File: src/rtl/security_alarm_ctrl_pkg.sv
// Shared types and constants for the home-security sequencer.
// Holds the state encoding (also driven out on state_o for LEDs), the
// keypad defaults, and the timer-width helper used by the top level.
package security_pkg;

  typedef enum logic [2:0] {
    ST_DISARMED    = 3'd0,
    ST_EXIT_DELAY  = 3'd1,
    ST_ARMED       = 3'd2,
    ST_ENTRY_DELAY = 3'd3,
    ST_ALARM       = 3'd4
  } alarm_state_e;

  localparam int CODE_W_DEF  = 4;
  localparam int MAX_BAD_DEF = 3;

  // Width of the shared down-counter: clog2 of the longest delay.
  // The largest value ever loaded is (delay - 1), so clog2(delay) bits suffice.
  // The result is never allowed to drop below one bit.
  function automatic int tmr_width(input int a, input int b, input int c);
    int m;
    m = a;
    if (b > m) begin
      m = b;
    end else begin
      m = m;
    end
    if (c > m) begin
      m = c;
    end else begin
      m = m;
    end
    if (m < 2) begin
      return 1;
    end else begin
      return $clog2(m);
    end
  endfunction

endpackage

File: src/rtl/security_alarm_ctrl_delay_timer.sv
// Loadable down-counter shared by the exit, entry and siren delays.
// load has priority; otherwise the count decrements and parks at zero,
// so it can never underflow. done is high whenever the count is zero.
module delay_timer #(
  parameter int W = 5
) (
  input  logic         clk,
  input  logic         rst,
  input  logic         load,
  input  logic [W-1:0] load_val,
  output logic         done
);

  logic [W-1:0] count_r;

  // Count register: reload, decrement toward zero, or hold at zero.
  always_ff @(posedge clk) begin
    if (rst) begin
      count_r <= '0;
    end else if (load) begin
      count_r <= load_val;
    end else if (count_r != '0) begin
      count_r <= count_r - W'(1);
    end else begin
      count_r <= count_r;
    end
  end

  assign done = (count_r == '0);

endmodule

File: src/rtl/security_alarm_ctrl.sv
// Home-security sequencer: arm / exit delay / armed / entry delay / alarm,
// keypad disarm validation with a wrong-code lockout, siren drive and a
// sticky record of tripped window zones. All outputs are registered.
// Optional build macro WINDOW_24H_EN makes the windows 24-hour zones: a
// shatter while disarmed or in exit delay also raises the alarm, and an
// alarm raised from DISARMED auto-returns to DISARMED instead of ARMED.
module security_alarm_ctrl
  import security_pkg::*;
#(
  parameter int                NUM_WIN     = 4,
  parameter int                EXIT_CYC    = 16,
  parameter int                ENTRY_CYC   = 8,
  parameter int                SIREN_CYC   = 32,
  parameter int                CODE_W      = CODE_W_DEF,
  parameter logic [CODE_W-1:0] DISARM_CODE = CODE_W'(4'hA),
  parameter int                MAX_BAD     = MAX_BAD_DEF
) (
  input  logic               clk,
  input  logic               rst,
  input  logic               arm,
  input  logic               code_valid,
  input  logic [CODE_W-1:0]  code,
  input  logic [NUM_WIN-1:0] shatter,
  input  logic               door_open,
  output logic               siren,
  output logic               armed,
  output logic [NUM_WIN-1:0] zone_latch,
  output logic [2:0]         state_o
);

  localparam int TMR_W = tmr_width(EXIT_CYC, ENTRY_CYC, SIREN_CYC);
  localparam int BAD_W = $clog2(MAX_BAD + 1);

  localparam logic [TMR_W-1:0] EXIT_LOAD  = TMR_W'(EXIT_CYC - 1);
  localparam logic [TMR_W-1:0] ENTRY_LOAD = TMR_W'(ENTRY_CYC - 1);
  localparam logic [TMR_W-1:0] SIREN_LOAD = TMR_W'(SIREN_CYC - 1);
  localparam logic [BAD_W-1:0] BAD_LIMIT  = BAD_W'(MAX_BAD);

  alarm_state_e       state_r, state_s;
  logic [BAD_W-1:0]   bad_r, bad_s;
  logic [NUM_WIN-1:0] zone_r, zone_s;
  logic               origin_r, origin_s;
  logic               siren_r, armed_r;

  logic               tmr_load_s;
  logic [TMR_W-1:0]   tmr_val_s;
  logic               tmr_done_s;

  logic               shatter_any_s;
  logic               code_ok_s;
  logic               code_bad_s;
  logic [BAD_W-1:0]   bad_inc_s;
  logic [BAD_W-1:0]   bad_eff_s;
  logic               bad_trip_s;
  logic               win24_hit_s;
  logic [NUM_WIN-1:0] win24_bits_s;

  delay_timer #(
    .W (TMR_W)
  ) u_timer (
    .clk      (clk),
    .rst      (rst),
    .load     (tmr_load_s),
    .load_val (tmr_val_s),
    .done     (tmr_done_s)
  );

  assign shatter_any_s = |shatter;
  assign code_ok_s     = code_valid & (code == DISARM_CODE);
  assign code_bad_s    = code_valid & (code != DISARM_CODE);
  // Wrong-code counter saturates at the lockout limit.
  assign bad_inc_s     = (bad_r == BAD_LIMIT) ? bad_r : (bad_r + BAD_W'(1));
  assign bad_eff_s     = code_bad_s ? bad_inc_s : bad_r;
  assign bad_trip_s    = (bad_eff_s == BAD_LIMIT);

  // Windows only count while disarmed / in exit delay as 24-hour zones.
  // Without the feature the origin flag can never set and folds away.
`ifdef WINDOW_24H_EN
  assign win24_hit_s  = shatter_any_s;
  assign win24_bits_s = shatter;
`else
  assign win24_hit_s  = 1'b0;
  assign win24_bits_s = '0;
`endif

  // Next-state, counter bookkeeping and timer load decisions.
  always_comb begin
    state_s    = state_r;
    bad_s      = bad_r;
    zone_s     = zone_r;
    origin_s   = origin_r;
    tmr_load_s = 1'b0;
    tmr_val_s  = '0;

    if (code_ok_s && (state_r != ST_DISARMED)) begin
      // A valid code beats every simultaneous sensor, lockout or timeout.
      state_s = ST_DISARMED;
      zone_s  = '0;
      bad_s   = '0;
    end else begin
      case (state_r)
        ST_DISARMED: begin
          bad_s = '0;
          if (win24_hit_s) begin
            state_s    = ST_ALARM;
            zone_s     = zone_r | win24_bits_s;
            origin_s   = 1'b1;
            tmr_load_s = 1'b1;
            tmr_val_s  = SIREN_LOAD;
          end else if (arm) begin
            state_s    = ST_EXIT_DELAY;
            tmr_load_s = 1'b1;
            tmr_val_s  = EXIT_LOAD;
          end else begin
            state_s = ST_DISARMED;
          end
        end

        ST_EXIT_DELAY: begin
          bad_s = bad_trip_s ? '0 : bad_eff_s;
          if (bad_trip_s || win24_hit_s) begin
            state_s    = ST_ALARM;
            zone_s     = zone_r | win24_bits_s;
            origin_s   = 1'b0;
            tmr_load_s = 1'b1;
            tmr_val_s  = SIREN_LOAD;
          end else if (tmr_done_s) begin
            state_s = ST_ARMED;
          end else begin
            state_s = ST_EXIT_DELAY;
          end
        end

        ST_ARMED: begin
          bad_s = bad_trip_s ? '0 : bad_eff_s;
          if (shatter_any_s || bad_trip_s) begin
            // Alarm beats a simultaneous door opening.
            state_s    = ST_ALARM;
            zone_s     = zone_r | shatter;
            origin_s   = 1'b0;
            tmr_load_s = 1'b1;
            tmr_val_s  = SIREN_LOAD;
          end else if (door_open) begin
            state_s    = ST_ENTRY_DELAY;
            tmr_load_s = 1'b1;
            tmr_val_s  = ENTRY_LOAD;
          end else begin
            state_s = ST_ARMED;
          end
        end

        ST_ENTRY_DELAY: begin
          bad_s = bad_trip_s ? '0 : bad_eff_s;
          if (shatter_any_s || bad_trip_s || tmr_done_s) begin
            state_s    = ST_ALARM;
            zone_s     = zone_r | shatter;
            origin_s   = 1'b0;
            tmr_load_s = 1'b1;
            tmr_val_s  = SIREN_LOAD;
          end else begin
            state_s = ST_ENTRY_DELAY;
          end
        end

        ST_ALARM: begin
          // Late shatters are recorded but never restart the siren window.
          bad_s  = bad_eff_s;
          zone_s = zone_r | shatter;
          if (tmr_done_s) begin
            state_s = origin_r ? ST_DISARMED : ST_ARMED;
          end else begin
            state_s = ST_ALARM;
          end
        end

        default: begin
          state_s = ST_DISARMED;
          bad_s   = '0;
          zone_s  = '0;
        end
      endcase
    end

    // States that do not time anything park the shared counter at zero.
    if ((state_s == ST_DISARMED) || (state_s == ST_ARMED)) begin
      tmr_load_s = 1'b1;
      tmr_val_s  = '0;
    end else begin
      tmr_load_s = tmr_load_s;
      tmr_val_s  = tmr_val_s;
    end
  end

  // State, bookkeeping and registered output drive.
  always_ff @(posedge clk) begin
    if (rst) begin
      state_r  <= ST_DISARMED;
      bad_r    <= '0;
      zone_r   <= '0;
      origin_r <= 1'b0;
      siren_r  <= 1'b0;
      armed_r  <= 1'b0;
    end else begin
      state_r  <= state_s;
      bad_r    <= bad_s;
      zone_r   <= zone_s;
      origin_r <= origin_s;
      siren_r  <= (state_s == ST_ALARM);
      armed_r  <= (state_s == ST_ARMED) || (state_s == ST_ENTRY_DELAY);
    end
  end

  assign siren      = siren_r;
  assign armed      = armed_r;
  assign zone_latch = zone_r;
  assign state_o    = state_r;

endmodule

File: config.mk
export PLATFORM = sky130hd
export DESIGN_NAME = security_alarm_ctrl
export DESIGN_NICKNAME = d
export VERILOG_FILES = /design/src/rtl/security_alarm_ctrl_pkg.sv /design/src/rtl/security_alarm_ctrl_delay_timer.sv /design/src/rtl/security_alarm_ctrl.sv
export SDC_FILE = /design/constraint.sdc
export NUM_CORES = 1
export LEC_CHECK = 0
export ABC_CLOCK_PERIOD_IN_PS = 2460
export BUFFER_PORTS_ARGS = -buffer_cell sky130_fd_sc_hd__buf_2
export CAP_MARGIN = 20
export CORE_MARGIN = 1.5
export CORE_UTILIZATION = 41
export DETAILED_ROUTE_END_ITERATION = 7
export HOLD_SLACK_MARGIN = 0.12
export PLACE_DENSITY = 0.74
export SLEW_MARGIN = 5
export SYNTH_ARGS = -nofsm -noshare
export SYNTH_HDL_FRONTEND = slang
export SYNTH_SLANG_ARGS = --single-unit
File: constraint.sdc
create_clock -name clk -period 2.46 [get_ports clk]
set_clock_uncertainty 0.15 [all_clocks]
set_input_delay 0.123 -clock clk [delete_from_list [all_inputs] [get_ports clk]]
set_output_delay 0.123 -clock clk [all_outputs]
set_load 0.02 [all_outputs]
==> results.md <==
* Fin nets at 148
* Outcome: finished clean
* GP Congestion at 0.863
* Cells taking the most area after synthesis: dfxtp_1, a21oi_1, a31oi_1, inv_1, o21ai_0
* Fin crit period at 2.22 ns
* Drc violations at 0
* Die Y-Extent at 49.4 um
* WL final at 2.13 mm
* Setup TNS at 0 ns
* Setup crit start kind: primary input
* Syn_nets at 118
* Count of final setup violators at 0
* HPWL after detailed placement at 1.48 mm
* Top sig layer: met4
* Iteration-0 DRC count of the detailed router at 19
* Max-slew headroom at 0.587
* Max Cap Violations at 0
* Slowest cell on the critical path: or4_4
* Reg2Reg Depth at 7
* Final std cells w/o fill at 159
* Top cell type's share of synthesized area at 0.363
* Die W at 49.4 um
* Num CTS Buffers at 3
* Final period util at 0.900
* Clk_lat worst skew at 0.30 ns
* Maximum VDD drop at 511 uV
* CTS Root Cell: clkbuf_4
* F_max at 0.451 GHz
* Post-Synthesis Cells at 103
* Number of cell rows at 16
* Max stage delay on crit path at 0.55 ns
* Tightest Hold Check Type: primary input to flop
* Syn Area/Cell at 8.56 um2
* CP arrival at 2.26 ns
* Pwr dens at 1080 mW/mm2
* Congestion Overflow GR at 0
* Wire length on met1 at 858 um
* I/O pin count at 22
* Worst slew pin tran at 0.616 ns
* Die area at 0.00244 mm2
* Area delta synth->final at 27.2%
* Slew Viols, Final at 0
* Final hold vios at 0
* Most used DFF post-synth: dfxtp_1
* Met3 wire len at 80 um
* Final Util at 0.561
* Clock tree buffer depth at 2
* Leak Pwr at 0.467 nW
* Worst-path clk slew at 0.10 ns
* Antenna Nets Post-Route at 0
* Pre-antenna DRT Iters at 4
* Netlist Area Pre-Place at 882 um2
* Vias per inst at 5.50
* Buffer and inverter count on the worst path at 2
* EDFF count, synth at 0
* CTS Sinks at 16
* Drt wl/cell at 13.4 um
* Count leader, synth: dfxtp_1
* Port Buffers at 21
* Fraction of registers with async set or reset after synthesis at 0
* Htree depth at 1
* Fillers at 197
* Library cells used by synthesis at 38
* Worst hold stages at 4
* Number of synthesized register bits at 16
* Synthesis Warnings at 0
* Largest area contributor in the netlist: dfxtp_1
* GRT Total Usage at 0.186
* RSZ-0062 raised after global routing: no
* Fraction of layout cells with a size suffix above 1 at 0.273
* Cells along the critical path: dlygate4sd3_1 > buf_2 > or4_4 > a32o_2 > a221oi_2 > a21o_2 > o32ai_2
* Seq/Total Area, Yosys at 0.363
* WS Path Type: primary input to flop
* Worst path depth at 7
* CP Capture Type: flop
* Starting Density at 0.441
* CTS tree: built
* Hold_sp: code[3]
* Synth top cells by count: dfxtp_1, a21oi_1, inv_1
* Placed insts at 148
* # diodes at 0
* Post-CTS setup buffer count at 0
* Vias in the first global route at 877
* CP max FO at 5
* Crit-path leading delay family: compound AO/OA/AOI/OAI gates
* Critical path launch point: shatter[0]
* Largest net degree at the start of global routing at 12
* DR WL met2 at 1.15 mm
* Core area at 0.00200 mm2
* Worst r2r src: u_timer.count_r[0]
* Global-route wire length before repair at 3.51 mm
* Via count at 874
* Initial antenna violation count at 0
* Critical Path RT at 2.50 ns
area by class of cell:
class / count / area, um2 / area share
clock buffer: 4 / 36.3 / 0.0323
inverter: 9 / 33.8 / 0.0301
multi-input combinational: 75 / 523 / 0.466
sequential: 16 / 320 / 0.285
tap: 27 / 33.8 / 0.0301
timing repair buffer: 28 / 175 / 0.156
power breakdown:
group	total, mW	switching, mW	internal [mW]
clock network	0.178	0.0876	0.0903
registers	0.415	0.0828	0.332
logic	0.617	0.339	0.278
total	1.21	0.509	0.701
placed cells by master, fill, tap and decap left out, drive strengths merged, types with 2 or more instances in the layout:
cell / instances
nor2b: 2
nand2: 8
nor2: 7
and2: 4
xnor2: 3
dfxtp: 16
a21oi: 12
ha: 2
inv: 9
o21ai: 7
nor3: 2
buf: 21
clkbuf: 4
dlygate4sd3: 7
a31oi: 6
flip-flops by register name (all words and copies together) (netlist names):
register         cells
bad_r                2
siren                1
state_o              3
armed                1
zone_latch           4
u_timer.count_r      5
logic make-up (layout without fill, tap and decap cells):
| kind of cell | count (synthesis) | in the layout | share of synthesized area |
|---|---|---|---|
| compound gates | 36 | 36 | 0.289 |
| simple gates | 33 | 33 | 0.226 |
| flops | 16 | 16 | 0.363 |
| buf+inv | 12 | 41 | 0.0539 |
| xor+xnor | 4 | 4 | 0.0397 |
| fa+ha+maj | 2 | 2 | 0.0284 |
final timing paths:
check,to,slack [ns]
setup / recovery,u_timer.count_r[3],0.24
hold / removal,bad_r[1],0.25
hold reg to reg,zone_latch[1],0.30
setup reg to reg,u_timer.count_r[3],0.26
stage by stage:
stage          power (mW)  setup slack (ns)  hold WS, ns  area [um2]
2_1_floorplan       0.864             0.500       0.0662         882
3_3_place_gp        0.979             0.420        0.188        1010
3_5_place_dp        0.996             0.314        0.182        1010
4_1_cts              1.19             0.215        0.237        1110
5_1_grt              1.30            0.0731        0.306        1120
6_report             1.21             0.245        0.246        1120
worst reg2reg max path, stage by stage, from the launching register on:
cell and delay, ns:
dfxtp_1 0.32, inv_1 0.12, ha_1 0.20, or4b_1 0.54, a22o_1 0.22, a31oi_1 0.22
a21o_2 0.22, o32ai_2 0.10
repair_timing:
action / 4_1_cts / 5_1_grt
hold endpoints to repair: 10 / 0
gates resized for setup: 0 / 1
endpoints found under the setup margin: 0 / 4
hold buffers: 7 / 0
routing by layer:
metal / up-vias / track usage
met1: 408 / 0.178
met5: - / 0
met2: 28 / 0.374
li1: 433 / -
met4: 0 / 0.0880
met3: 5 / 0.0307
Note: power is estimated with default switching activity, not from simulation.
